<file path="src/rtl/chart_sequencer.sv">
// chart_sequencer: game-flow controller for one song of the 4-key rhythm game.
// It sequences start, countdown, chart playback, pause/resume, drain and finish.
// It also generates the fall-step tick and reads chart ROM rows for the tracks.
//
// Ports:
//   clk, rst       system clock; asynchronous active-low reset
//   start          pulse; begins a song (accepted in IDLE or DONE)
//   abort          pulse; return to IDLE from any state
//   pause          pulse; toggles pause
//   song_sel       song select, latched on start
//   fall_div       clk cycles per fall step, latched on start
//   row_div        fall steps per chart row, latched on start
//   song_len       chart length in rows, latched on start
//   rom_addr       chart ROM row address
//   rom_data       chart row from the synchronous ROM (1-cycle latency)
//   song_out       latched song_sel; drives the ROM mux
//   fall_tick      one-cycle pulse per fall step
//   row_valid      one-cycle pulse; row_notes is valid
//   row_notes      registered chart row
//   state          current state encoding
//   done           high while in DONE
//
// state     | meaning
// ----------+----------------------------------------------------------
// IDLE      | waiting for start
// COUNTDOWN | COUNT_STEPS fall steps before the first chart row
// PLAY      | chart rows issued every row_div fall steps
// PAUSE     | everything frozen; ret_st remembers where to resume
// DRAIN     | DRAIN_STEPS fall steps so the last notes reach the hit line
// DONE      | song finished; rom_addr holds song_len
module chart_sequencer #(
  parameter int ADDR_W      = 16,
  parameter int COUNT_STEPS = 64,
  parameter int DRAIN_STEPS = 445
) (
  input  logic              clk,
  input  logic              rst,
  input  logic              start,
  input  logic              abort,
  input  logic              pause,
  input  logic [1:0]        song_sel,
  input  logic [15:0]       fall_div,
  input  logic [7:0]        row_div,
  input  logic [ADDR_W-1:0] song_len,
  output logic [ADDR_W-1:0] rom_addr,
  input  logic [3:0]        rom_data,
  output logic [1:0]        song_out,
  output logic              fall_tick,
  output logic              row_valid,
  output logic [3:0]        row_notes,
  output logic [2:0]        state,
  output logic              done
);

  localparam int PW = 16;

  typedef enum logic [2:0] {
    S_IDLE      = 3'd0,
    S_COUNTDOWN = 3'd1,
    S_PLAY      = 3'd2,
    S_PAUSE     = 3'd3,
    S_DRAIN     = 3'd4,
    S_DONE      = 3'd5
  } state_t;

  state_t            st, st_nxt, run_nxt, ret_st, ret_nxt;
  logic [15:0]       tick_cnt, div_lat;
  logic [7:0]        step_cnt, rdiv_lat;
  logic [ADDR_W-1:0] len_lat;
  logic [PW-1:0]     phase_cnt;
  logic              rd_pend;
  logic              start_ok, running, row_evt, last_row, phase_last;

  assign start_ok = start && (st == S_IDLE || st == S_DONE);

  // A zero-length countdown/drain is a single cycle with no tick.
  assign running = (st == S_COUNTDOWN && COUNT_STEPS != 0) || (st == S_PLAY) ||
                   (st == S_DRAIN && DRAIN_STEPS != 0);

  assign fall_tick  = running && (tick_cnt == div_lat - 16'd1);
  assign row_evt    = fall_tick && (st == S_PLAY) && (step_cnt == rdiv_lat - 8'd1);
  assign last_row   = row_evt && (rom_addr == len_lat - ADDR_W'(1));
  assign phase_last = fall_tick && (phase_cnt == PW'(1));

  assign state = st;
  assign done  = (st == S_DONE);

  always_ff @(posedge clk or negedge rst) begin
    if (!rst) begin
      st     <= S_IDLE;
      ret_st <= S_IDLE;
    end else begin
      st     <= st_nxt;
      ret_st <= ret_nxt;
    end
  end

  always_comb begin
    run_nxt = st;
    case (st)
      S_COUNTDOWN: if (COUNT_STEPS == 0 || phase_last) run_nxt = S_PLAY;
      S_PLAY:      if (last_row) run_nxt = S_DRAIN;
      S_DRAIN:     if (DRAIN_STEPS == 0 || phase_last) run_nxt = S_DONE;
      default:     ;
    endcase

    st_nxt  = run_nxt;
    ret_nxt = ret_st;
    if (abort) begin
      st_nxt = S_IDLE;
    end else if (start_ok) begin
      st_nxt = (song_len == '0) ? S_DONE : S_COUNTDOWN;
    end else if (pause) begin
      if (st == S_PAUSE) begin
        st_nxt = ret_st;
      end else if ((st == S_COUNTDOWN || st == S_PLAY || st == S_DRAIN) &&
                   run_nxt != S_DONE) begin
        // Resume into whatever this cycle's tick would have moved us to.
        st_nxt  = S_PAUSE;
        ret_nxt = run_nxt;
      end
    end
  end

  always_ff @(posedge clk or negedge rst) begin
    if (!rst) begin
      tick_cnt  <= '0;
      step_cnt  <= '0;
      rom_addr  <= '0;
      phase_cnt <= '0;
      div_lat   <= 16'd1;
      rdiv_lat  <= 8'd1;
      len_lat   <= '0;
      song_out  <= '0;
    end else if (abort) begin
      tick_cnt  <= '0;
      step_cnt  <= '0;
      rom_addr  <= '0;
      phase_cnt <= '0;
    end else if (start_ok) begin
      song_out  <= song_sel;
      div_lat   <= (fall_div == '0) ? 16'd1 : fall_div;
      rdiv_lat  <= (row_div == '0) ? 8'd1 : row_div;
      len_lat   <= song_len;
      tick_cnt  <= '0;
      step_cnt  <= '0;
      rom_addr  <= '0;
      phase_cnt <= PW'(COUNT_STEPS);
    end else begin
      if (running)
        tick_cnt <= fall_tick ? 16'd0 : tick_cnt + 16'd1;
      if (st == S_PLAY && fall_tick)
        step_cnt <= (step_cnt == rdiv_lat - 8'd1) ? 8'd0 : step_cnt + 8'd1;
      if (row_evt)
        rom_addr <= rom_addr + ADDR_W'(1);
      if (last_row)
        phase_cnt <= PW'(DRAIN_STEPS);
      else if ((st == S_COUNTDOWN || st == S_DRAIN) && fall_tick && phase_cnt != '0)
        phase_cnt <= phase_cnt - PW'(1);
    end
  end

  // ROM read pipeline keeps running through PAUSE; only abort cancels it.
  always_ff @(posedge clk or negedge rst) begin
    if (!rst) begin
      rd_pend   <= 1'b0;
      row_valid <= 1'b0;
      row_notes <= '0;
    end else if (abort) begin
      rd_pend   <= 1'b0;
      row_valid <= 1'b0;
    end else begin
      rd_pend   <= row_evt;
      row_valid <= rd_pend;
      if (rd_pend)
        row_notes <= rom_data;
    end
  end

endmodule

</file>
<file path="config.mk">
export PLATFORM = sky130hd
export DESIGN_NAME = chart_sequencer
export DESIGN_NICKNAME = d
export VERILOG_FILES = /design/src/rtl/chart_sequencer.sv
export SDC_FILE = /design/constraint.sdc
export NUM_CORES = 1
export LEC_CHECK = 0
export ABC_AREA = 1
export ABC_CLOCK_PERIOD_IN_PS = 2300
export CAP_MARGIN = 30
export CORE_AREA = 2 2 130 132
export CTS_CLUSTER_DIAMETER = 30
export DETAILED_ROUTE_END_ITERATION = 8
export DIE_AREA = 0 0 132 134
export PLACE_DENSITY = 0.67
export SLEW_MARGIN = 5
export SYNTH_ARGS = -nofsm -noshare
export SYNTH_HDL_FRONTEND = slang
export SYNTH_SLANG_ARGS = --single-unit
</file>
<file path="constraint.sdc">
create_clock -name clk -period 2.3 [get_ports clk]
set_input_delay 0.345 -clock clk [delete_from_list [all_inputs] [get_ports clk]]
set_output_delay 0.345 -clock clk [all_outputs]
set_load 0.01 [all_outputs]
</file>
==> results.json, run 1 <==
{
  "power.density_nw_per_um2": 1050,
  "grt_overflow": 0,
  "timing.fmax_mhz": 385,
  "yosys.area.top_type": "dfrtp_1",
  "numCtsBuffers": 9,
  "synth-seq-cells": 110,
  "outcome": "complete, but fails checks",
  "synth_top_area_share_pct": 37.7,
  "grt_usage_pct": 23.7,
  "syn-num-nets": 1044,
  "fin_ws_ns": -0.297,
  "crit_type": "reg2out",
  "clock-sinks": 110,
  "worstRegToRegCells": 16,
  "worstPathMaxFanout": 2,
  "fp.dieW_um": 132,
  "layout.nets": 1247,
  "synthFlopType": "dfrtp_1",
  "ioPinCount": 79,
  "drv_cap": 0,
  "coreArea_um2": 16300,
  "p_leak_nw": 4.66,
  "synth_area_um2": 7170,
  "violations": "negative setup slack",
  "grt_max_degree": 53,
  "syn_area_per_cell_um2": 7.28,
  "hold-worst-slack_ns": 0.451,
  "dp_hpwl_um": 15300,
  "gp_congestion": 0.911,
  "tightest_slew_ns": 0.586,
  "vias": 7270,
  "final_cell_mix": "nand2_1 (247), buf_4 (110), dfrtp_1 (105)",
  "start_kind": "register",
  "rsz0062_at_grt": "yes",
  "relSlewSlack_pct": 60.6,
  "p_total_mw": 10.6,
  "portBuffers": 78,
  "yosys_warnings": 0,
  "fin_setup_tns_ns": -8.46,
  "min_period_over_period_pct": 113,
  "dp_slack_ns": -0.336,
  "synth_area_leaders": "dfrtp_1 (38%), nand2_1 (14%), inv_1 (5.9%)",
  "ir_drop_mv": 0.486,
  "grt_pass1_vias": 7022,
  "first_pass_iters": 8,
  "finClkSkew_ns": 0.00877,
  "drt_wl_total_um": 20900,
  "drv_slew": 0,
  "hold_path.class": "in2async",
  "layout_commonest_cell": "nand2_1",
  "synthAdderAreaFrac_pct": 1.40,
  "required_ns": 1.96,
  "cts_root_buffer": "clkbuf_16",
  "antennaDiodeCount": 0,
  "die_area_um2": 17700,
  "rows": 47,
  "yosysUniqueCellTypes": 48,
  "drtAntennaViolNets": 0,
  "critPathArrivalTime_ns": 2.25,
  "area_delta_synth_final_pct": 40.6,
  "drc": 0,
  "synth_xor_area_share_pct": 7.70,
  "clk_path_buf_depth": 2,
  "final_area_um2": 10100,
  "setup_violations": 50,
  "period_minus_slack_ns": 2.60,
  "htreeDepth": 3,
  "drtIter0Drc": 486,
  "cts.clk_slew.worst_paths_ns": 0.08,
  "finalHoldViolCount": 0,
  "netlist_instances": 985,
  "antenna_found_initial": 0,
  "synth_top_family_by_area": "simple AND/OR/NAND/NOR gates",
  "ys_async_sr_fraction_pct": 100,
  "drive_gt1_share_pct": 24.9,
  "grt_pass1_wl_um": 33900,
  "end_kind": "output pin",
  "synth-edff-count": 0,
  "synth-seq-area-share_pct": 38.4,
  "cts_tree": "done",
  "synth_compound_area_share_pct": 8.71,
  "die_h_um": 134,
  "clkLatencyLatePin_ns": 0.36,
  "initial_utilization_pct": 44.0,
  "wl_per_cell_um": 14.8,
  "synthMuxAreaShare_pct": 0,
  "detail_route.vias_per_cell": 5.15,
  "place_area_um2": 9030,
  "synth-simple-area-share_pct": 36.2
}
-- state kept, by name, summed over array words and instances, names as in the netlist --
signal,flops
state,3
row_valid,1
rd_pend,1
phase_cnt,16
tick_cnt,16
len_lat,16
ret_st,3
div_lat,16
song_out,2
step_cnt,8
rdiv_lat,8
rom_addr,16
row_notes,4
-- what timing repair did --
action / 4_1_cts / 5_1_grt
endpoints found under the setup margin: 64 / 64
cloned: 0 / 0
resized for setup: 84 / 65
setup buffers: 14 / 12
hold buffers: 1 / 0
pin swaps: 15 / 20
hold endpoints to repair: 25 / 0
-- layout make-up --
type	instances	area (µm²)
clock buffer	11	243
clock inverter	5	81.3
fill	1453	6210
inverter	123	477
multi-input combinational	737	4380
sequential	110	2760
tap	220	275
timing repair buffer	207	1860
-- per-layer routing --
layer / routed length (µm) / vias up / track usage (%)
li1: - / 3599 / -
met4: 435 / 0 / 9.00
met3: 738 / 34 / 2.72
met2: 10400 / 188 / 40.7
met1: 9350 / 3449 / 30.8
met5: 0 / - / 0
-- where the power goes --
part / total (mW) / internal [mW] / switching (mW)
combinational: 5.93 / 2.60 / 3.33
clock: 1.72 / 0.988 / 0.730
sequential: 2.93 / 2.45 / 0.479
-- critical path, cell delays in order (launching register included) --
cell	delay, ns
dfstp_2	0.54
inv_2	0.05
ha_4	0.23
nand2_2	0.06
inv_2	0.03
nor2_1	0.07
nand3_1	0.09
nor2_1	0.10
nand3_1	0.10
nor2_2	0.15
nand3_4	0.13
nor2_8	0.11
buf_4	0.13
buf_6	0.10
-- synth_stat cells, types with 16 or more instances --
cell type / instances
xnor2_1: 26
dfrtp_1: 108
o21ai_0: 47
a21oi_1: 27
nor3_1: 31
nand3_1: 55
nand4_1: 17
nand2_1: 268
xor2_1: 37
nor4_1: 16
inv_1: 112
nor2_1: 110
-- path summary, 6_finish.rpt --
check / from / endpoint / slack (ns)
worst max register to register: div_lat[0] / phase_cnt[10] / -0.29
worst min register to register: song_out[1] / song_out[1] / 0.48
max in group asynchronous: rst / phase_cnt[2] / 1.14
worst min-delay path: rst / div_lat[14] / 0.45
worst max-delay path: div_lat[0] / fall_tick / -0.30
min in group clk: song_out[1] / song_out[1] / 0.48
-- cell families after synthesis --
family,count (synthesis)
compound gates,111
xor+xnor,63
fa+ha+maj,8
buf+inv,138
flops,110
simple gates,555
-- metrics by stage --
step / cells / util (%)
CTS: 1403 / 59.8
finish: 1413 / 61.8
floorplan: 985 / -
global route: 1413 / 61.8
global placement: 1374 / 55.4
detailed placement: 1374 / 55.4
(Power assumes the default switching activity.)
==> run 2, diff against run 1 <==
Settings changed: ABC_CLOCK_PERIOD_IN_PS 2300 to 2530, PLACE_DENSITY 0.67 to default.
Clock period 2.3 ns to 2.53 ns, I/O delays scaled along.
==> run 2 against run 1 <==
The flow still finishes with violations (negative setup slack). Global-route usage fell by 0.43 points. Non-clock buffer count down 36. Register-to-register slack better by 0.24 ns. Sequential power fell by 8.5%. Sequential cell count stayed put. First-iteration DRC count is 12% lower. Cell area down 5.7%. Clock-buffer cell count stayed put. Cell count shrank 2.5%. Utilization is 3.5 points lower.
==> results.json, run 2 (synthesis results as in run 1) <==
{
  "outcome": "complete, but fails checks",
  "drive_gt1_share_pct": 19.3,
  "fin_setup_tns_ns": -0.608,
  "numCtsBuffers": 9,
  "crit_type": "reg2out",
  "ir_drop_mv": 0.531,
  "final_cell_mix": "nand2_1 (251), dfrtp_1 (108), inv_1 (105)",
  "end_kind": "output pin",
  "grt_pass1_vias": 6677,
  "timing.fmax_mhz": 381,
  "required_ns": 2.15,
  "r2r_start": "div_lat[0]",
  "ioPinCount": 79,
  "die_area_um2": 17700,
  "area.sequential_um2": 2760,
  "finalHoldViolCount": 0,
  "period_minus_slack_ns": 2.63,
  "vias": 6972,
  "area_delta_synth_final_pct": 32.6,
  "min_period_over_period_pct": 104,
  "cts.clk_slew.worst_paths_ns": 0.07,
  "grt_usage_pct": 23.2,
  "p_leak_nw": 4.43,
  "initial_utilization_pct": 44.0,
  "portBuffers": 78,
  "htreeDepth": 3,
  "violations": "negative setup slack",
  "clk_path_buf_depth": 2,
  "layout.nets": 1211,
  "critPathLaunch": "div_lat[0]",
  "drv_slew": 0,
  "fin_ws_ns": -0.0979,
  "die_h_um": 134,
  "setup_violations": 21,
  "finClkSkew_ns": 0.00902,
  "cts_root_buffer": "clkbuf_16",
  "cts_hold_buf": 0,
  "layout_commonest_cell": "nand2_1",
  "grt_pass1_wl_um": 33000,
  "hold_path.class": "in2async",
  "first_pass_iters": 6,
  "fillers": 1543,
  "gp_congestion": 0.869,
  "detail_route.vias_per_cell": 5.06,
  "grt_overflow": 0,
  "clock-sinks": 110,
  "start_kind": "register",
  "relSlewSlack_pct": 47.3,
  "wl_per_cell_um": 14.6,
  "drtAntennaViolNets": 0,
  "drtIter0Drc": 426,
  "power.density_nw_per_um2": 939,
  "drt_wl_total_um": 20200,
  "drv_cap": 0,
  "worstPathMaxFanout": 2,
  "place_area_um2": 8760,
  "rsz0062_at_grt": "yes",
  "final_area_um2": 9500,
  "dp_hpwl_um": 15400,
  "tightest_slew_ns": 0.783,
  "clkLatencyLatePin_ns": 0.36,
  "fp.dieW_um": 132,
  "multi_input_area_um2": 4160,
  "rows": 47,
  "cts_tree": "done",
  "antenna_found_initial": 0,
  "critPathArrivalTime_ns": 2.25,
  "antennaDiodeCount": 0,
  "coreArea_um2": 16300,
  "grt_max_degree": 53,
  "drc": 0
}
[run 2: changes by cell type in the layout (fill, tap and decap cells not counted), moves of 5 or more]
cell / previous run / this run
buf_4: 110 / 82
o22ai_1: 2 / 13
o22ai_2: 13 / 2
o21ai_0: 35 / 44
nor2_1: 93 / 101
nor2_2: 18 / 11
buf_6: 15 / 9
o21ai_2: 6 / 1
[run 2: critical path, cell delays in order, from the launching register on]
cell and delay (ns):
dfstp_2 0.55, inv_2 0.05, ha_4 0.23, nand2_1 0.05, inv_1 0.03, nor2_1 0.08
nand3_1 0.10, nor2_1 0.10, nand3_1 0.09, nor2_2 0.14, nand3_4 0.11, nor2_8 0.13
buf_4 0.13, buf_6 0.09
[run 2: where the power goes]
group / switching [mW] / internal [mW]
Sequential: 0.460 / 2.22
Combinational: 2.78 / 2.10
Clock: 0.675 / 0.697
[run 2: path summary, 6_finish.rpt]
| path | to | slack (ns) | cells past startpoint |
|---|---|---|---|
| setup / recovery | fall_tick | -0.1 | 13 |
| hold / removal | div_lat[10] | 0.01 | 1 |
| setup reg to reg | phase_cnt[10] | -0.05 | 17 |
| hold reg to reg | song_out[1] | 0.47 | 2 |
| max in group asynchronous | div_lat[0] | 1.67 | 2 |
| min in group clk | song_out[1] | 0.47 | 2 |
[run 2: through the flow]
step | utilization [%] | total power [mW] | cells | hold WS, ns | worst slack [ns]
after floorplan | - | 5.59 | 985 | 0.0839 | 0.0113
after global placement | 53.8 | 7.18 | 1346 | 0.409 | -0.175
after detailed placement | 53.8 | 7.22 | 1346 | 0.413 | -0.193
after CTS | 56.9 | 8.82 | 1371 | 0.0238 | -0.141
after global routing | 58.3 | 9.69 | 1377 | 0.0566 | -0.260
final | 58.3 | 8.93 | 1377 | 0.0101 | -0.0979
[run 2: cell type report]
cell class | count | share of cell area (%)
multi-input cells | 737 | 43.8
flip-flops and latches | 110 | 29.0
repair buffers | 171 | 16.4
inverters | 123 | 5.03
well taps | 220 | 2.90
clock buffers | 11 | 2.55
clock inverters | 5 | 0.369
[run 2: timing repair]
action / 4_1_cts / 5_1_grt
pin swaps: 25 / 32
gates resized for setup: 41 / 50
hold endpoints to repair: 0 / 0
setup endpoints to repair: 35 / 62
setup buffers: 10 / 8
gates cloned: 0 / 0
[run 2: metal layers]
layer	track usage, %	up-vias	wire (µm)
li1	-	3518	-
met4	7.49	0	393
met1	31.3	3278	9560
met5	0	-	0
met3	4.16	26	795
met2	38.2	150	9400
==> run 3, diff against run 2 <==
Settings changed: CTS_CLUSTER_DIAMETER 30 to default, SKIP_CTS_REPAIR_TIMING from default to 1.
==> run 3 against run 2 <==
The run still ends with negative setup slack left. Global-route usage fell by 0.38 points. Die area did not move. Via count up 0.10%. Fmax grew 0.78%. Sequential share of layout area down 0.16 points. Worst hold slack got worse by 0.0048 ns. Clock-buffer cell count stayed put. Clock power barely moved. Cell area rose by 0.74%. Non-clock buffer count is 1 lower. Critical path type unchanged. Largest cell class unchanged. Largest power group unchanged.
==> results.json, run 3 (synthesis results as in run 1) <==
{
  "coreArea_um2": 16300,
  "required_ns": 2.15,
  "finish.utilization_pct": 58.8,
  "area_delta_synth_final_pct": 33.6,
  "violations": "negative setup slack",
  "clk_path_buf_depth": 2,
  "drv_cap": 0,
  "drive_gt1_share_pct": 20.6,
  "rsz0062_at_grt": "yes",
  "vias": 6979,
  "critical-path-top-delay-family": "simple AND/OR/NAND/NOR gates",
  "setup_violations": 2,
  "finClkSkew_ns": 0.00772,
  "cts_root_buffer": "clkbuf_16",
  "tightest_slew_ns": 0.661,
  "grt_overflow": 0,
  "cts.clk_slew.worst_paths_ns": 0.07,
  "start_kind": "register",
  "hold-worst-slack_ns": 0.00539,
  "drv_slew": 0,
  "fp.dieW_um": 132,
  "dp_hpwl_um": 15400,
  "portBuffers": 78,
  "drtAntennaViolNets": 0,
  "cp_num_buf_inv": 3,
  "layout_commonest_cell": "nand2_1",
  "worstRegToRegCells": 19,
  "layout.nets": 1210,
  "final_cell_mix": "nand2_1 (250), dfrtp_1 (104), inv_1 (103)",
  "die_area_um2": 17700,
  "grt_usage_pct": 22.9,
  "cts_tree": "done",
  "drt_wl_total_um": 20300,
  "worstPathMaxFanout": 4,
  "htreeDepth": 3,
  "grt_pass1_wl_um": 32500,
  "clkLatencyLatePin_ns": 0.36,
  "outcome": "complete, but fails checks",
  "relSlewSlack_pct": 55.5,
  "cpPeakStageDelay_ns": 0.55,
  "fin_ws_ns": -0.0776,
  "rows": 47,
  "ioPinCount": 79,
  "numCtsBuffers": 9,
  "power.density_nw_per_um2": 952,
  "r2r-end": "phase_cnt[10]",
  "hold_path.class": "in2async",
  "crit_chain": "inv_2, ha_4, nand2_1, inv_1, nor2_1, nand3_1, nor2_1, nand3_1, nor2_2, nand3_4, nor2_8, dlymetal6s2s_1",
  "grt_max_degree": 53,
  "detail_route.vias_per_cell": 5.07,
  "rrSetupSlack_ns": 0,
  "antenna_found_initial": 0,
  "gp_congestion": 0.869,
  "timing.fmax_mhz": 384,
  "drtIter0Drc": 471,
  "p_leak_nw": 4.44,
  "die_h_um": 134,
  "p_total_mw": 9.11,
  "initial_utilization_pct": 44.0,
  "clock-sinks": 110,
  "first_pass_iters": 5,
  "ir_drop_mv": 0.531,
  "end_kind": "output pin",
  "wl_per_cell_um": 14.7,
  "r2r_start": "div_lat[0]",
  "min_period_over_period_pct": 103,
  "fin_setup_tns_ns": -0.0823,
  "critPathArrivalTime_ns": 2.23,
  "critPathSlowestCell": "dfstp_2",
  "drc": 0,
  "crit_type": "reg2out",
  "grt_pass1_vias": 6608,
  "antennaDiodeCount": 0,
  "period_minus_slack_ns": 2.61,
  "finalHoldViolCount": 0
}
==> run 3: cell types whose count changed in the layout (fill, tap and decap cells not counted), sizes merged <==
cell          delta
buf              -2
dlymetal6s2s     +1
==> run 3: power breakdown <==
group	switching [mW]	internal [mW]	total (mW)
registers	0.477	2.22	2.70
logic	2.84	2.20	5.04
clock network	0.671	0.697	1.37
==> run 3: worst register-to-register path, delay by kind of cell, from the launching register on <==
family	cells	cell delay [ns]
adder cells (fa/ha/maj)	1	0.23
AND/OR/NAND/NOR	12	1.17
flip-flops	1	0.55
AO/OA/AOI/OAI	2	0.24
buffers and inverters	4	0.29
==> run 3: routing by layer <==
layer  part of all wire, %  vias up  GRT usage (%)
met5                     0        -              0
met4                   2.1        0           6.88
met3                   4.5       31           4.08
met2                    47      171           37.6
met1                    47     3259           31.0
li1                      -     3518              -
==> run 3: worst max path at each step <==
stage | start | to | cells after the start
2_1_floorplan | div_lat[0] | rom_addr[11] | 18
3_3_place_gp | div_lat[0] | fall_tick | 12
3_5_place_dp | div_lat[0] | fall_tick | 12
4_1_cts | div_lat[0] | fall_tick | 12
5_1_grt | div_lat[0] | fall_tick | 12
6_report | div_lat[0] | fall_tick | 12
==> run 3: per-stage QoR <==
stage	std cells	cell area, µm²	setup slack, ns
floorplan	985	7170	0.0113
global placement	1346	8760	-0.175
detailed placement	1346	8760	-0.193
CTS	1362	9040	-0.619
global route	1376	9570	-0.222
finish	1376	9570	-0.0776
==> run 3: final cells by class <==
cell class	count	area, µm²
clock inverter	5	35.0
tap	220	275
fill	1552	6720
multi-input combinational	737	4230
sequential	110	2760
clock buffer	11	243
inverter	123	470
timing repair buffer	170	1560
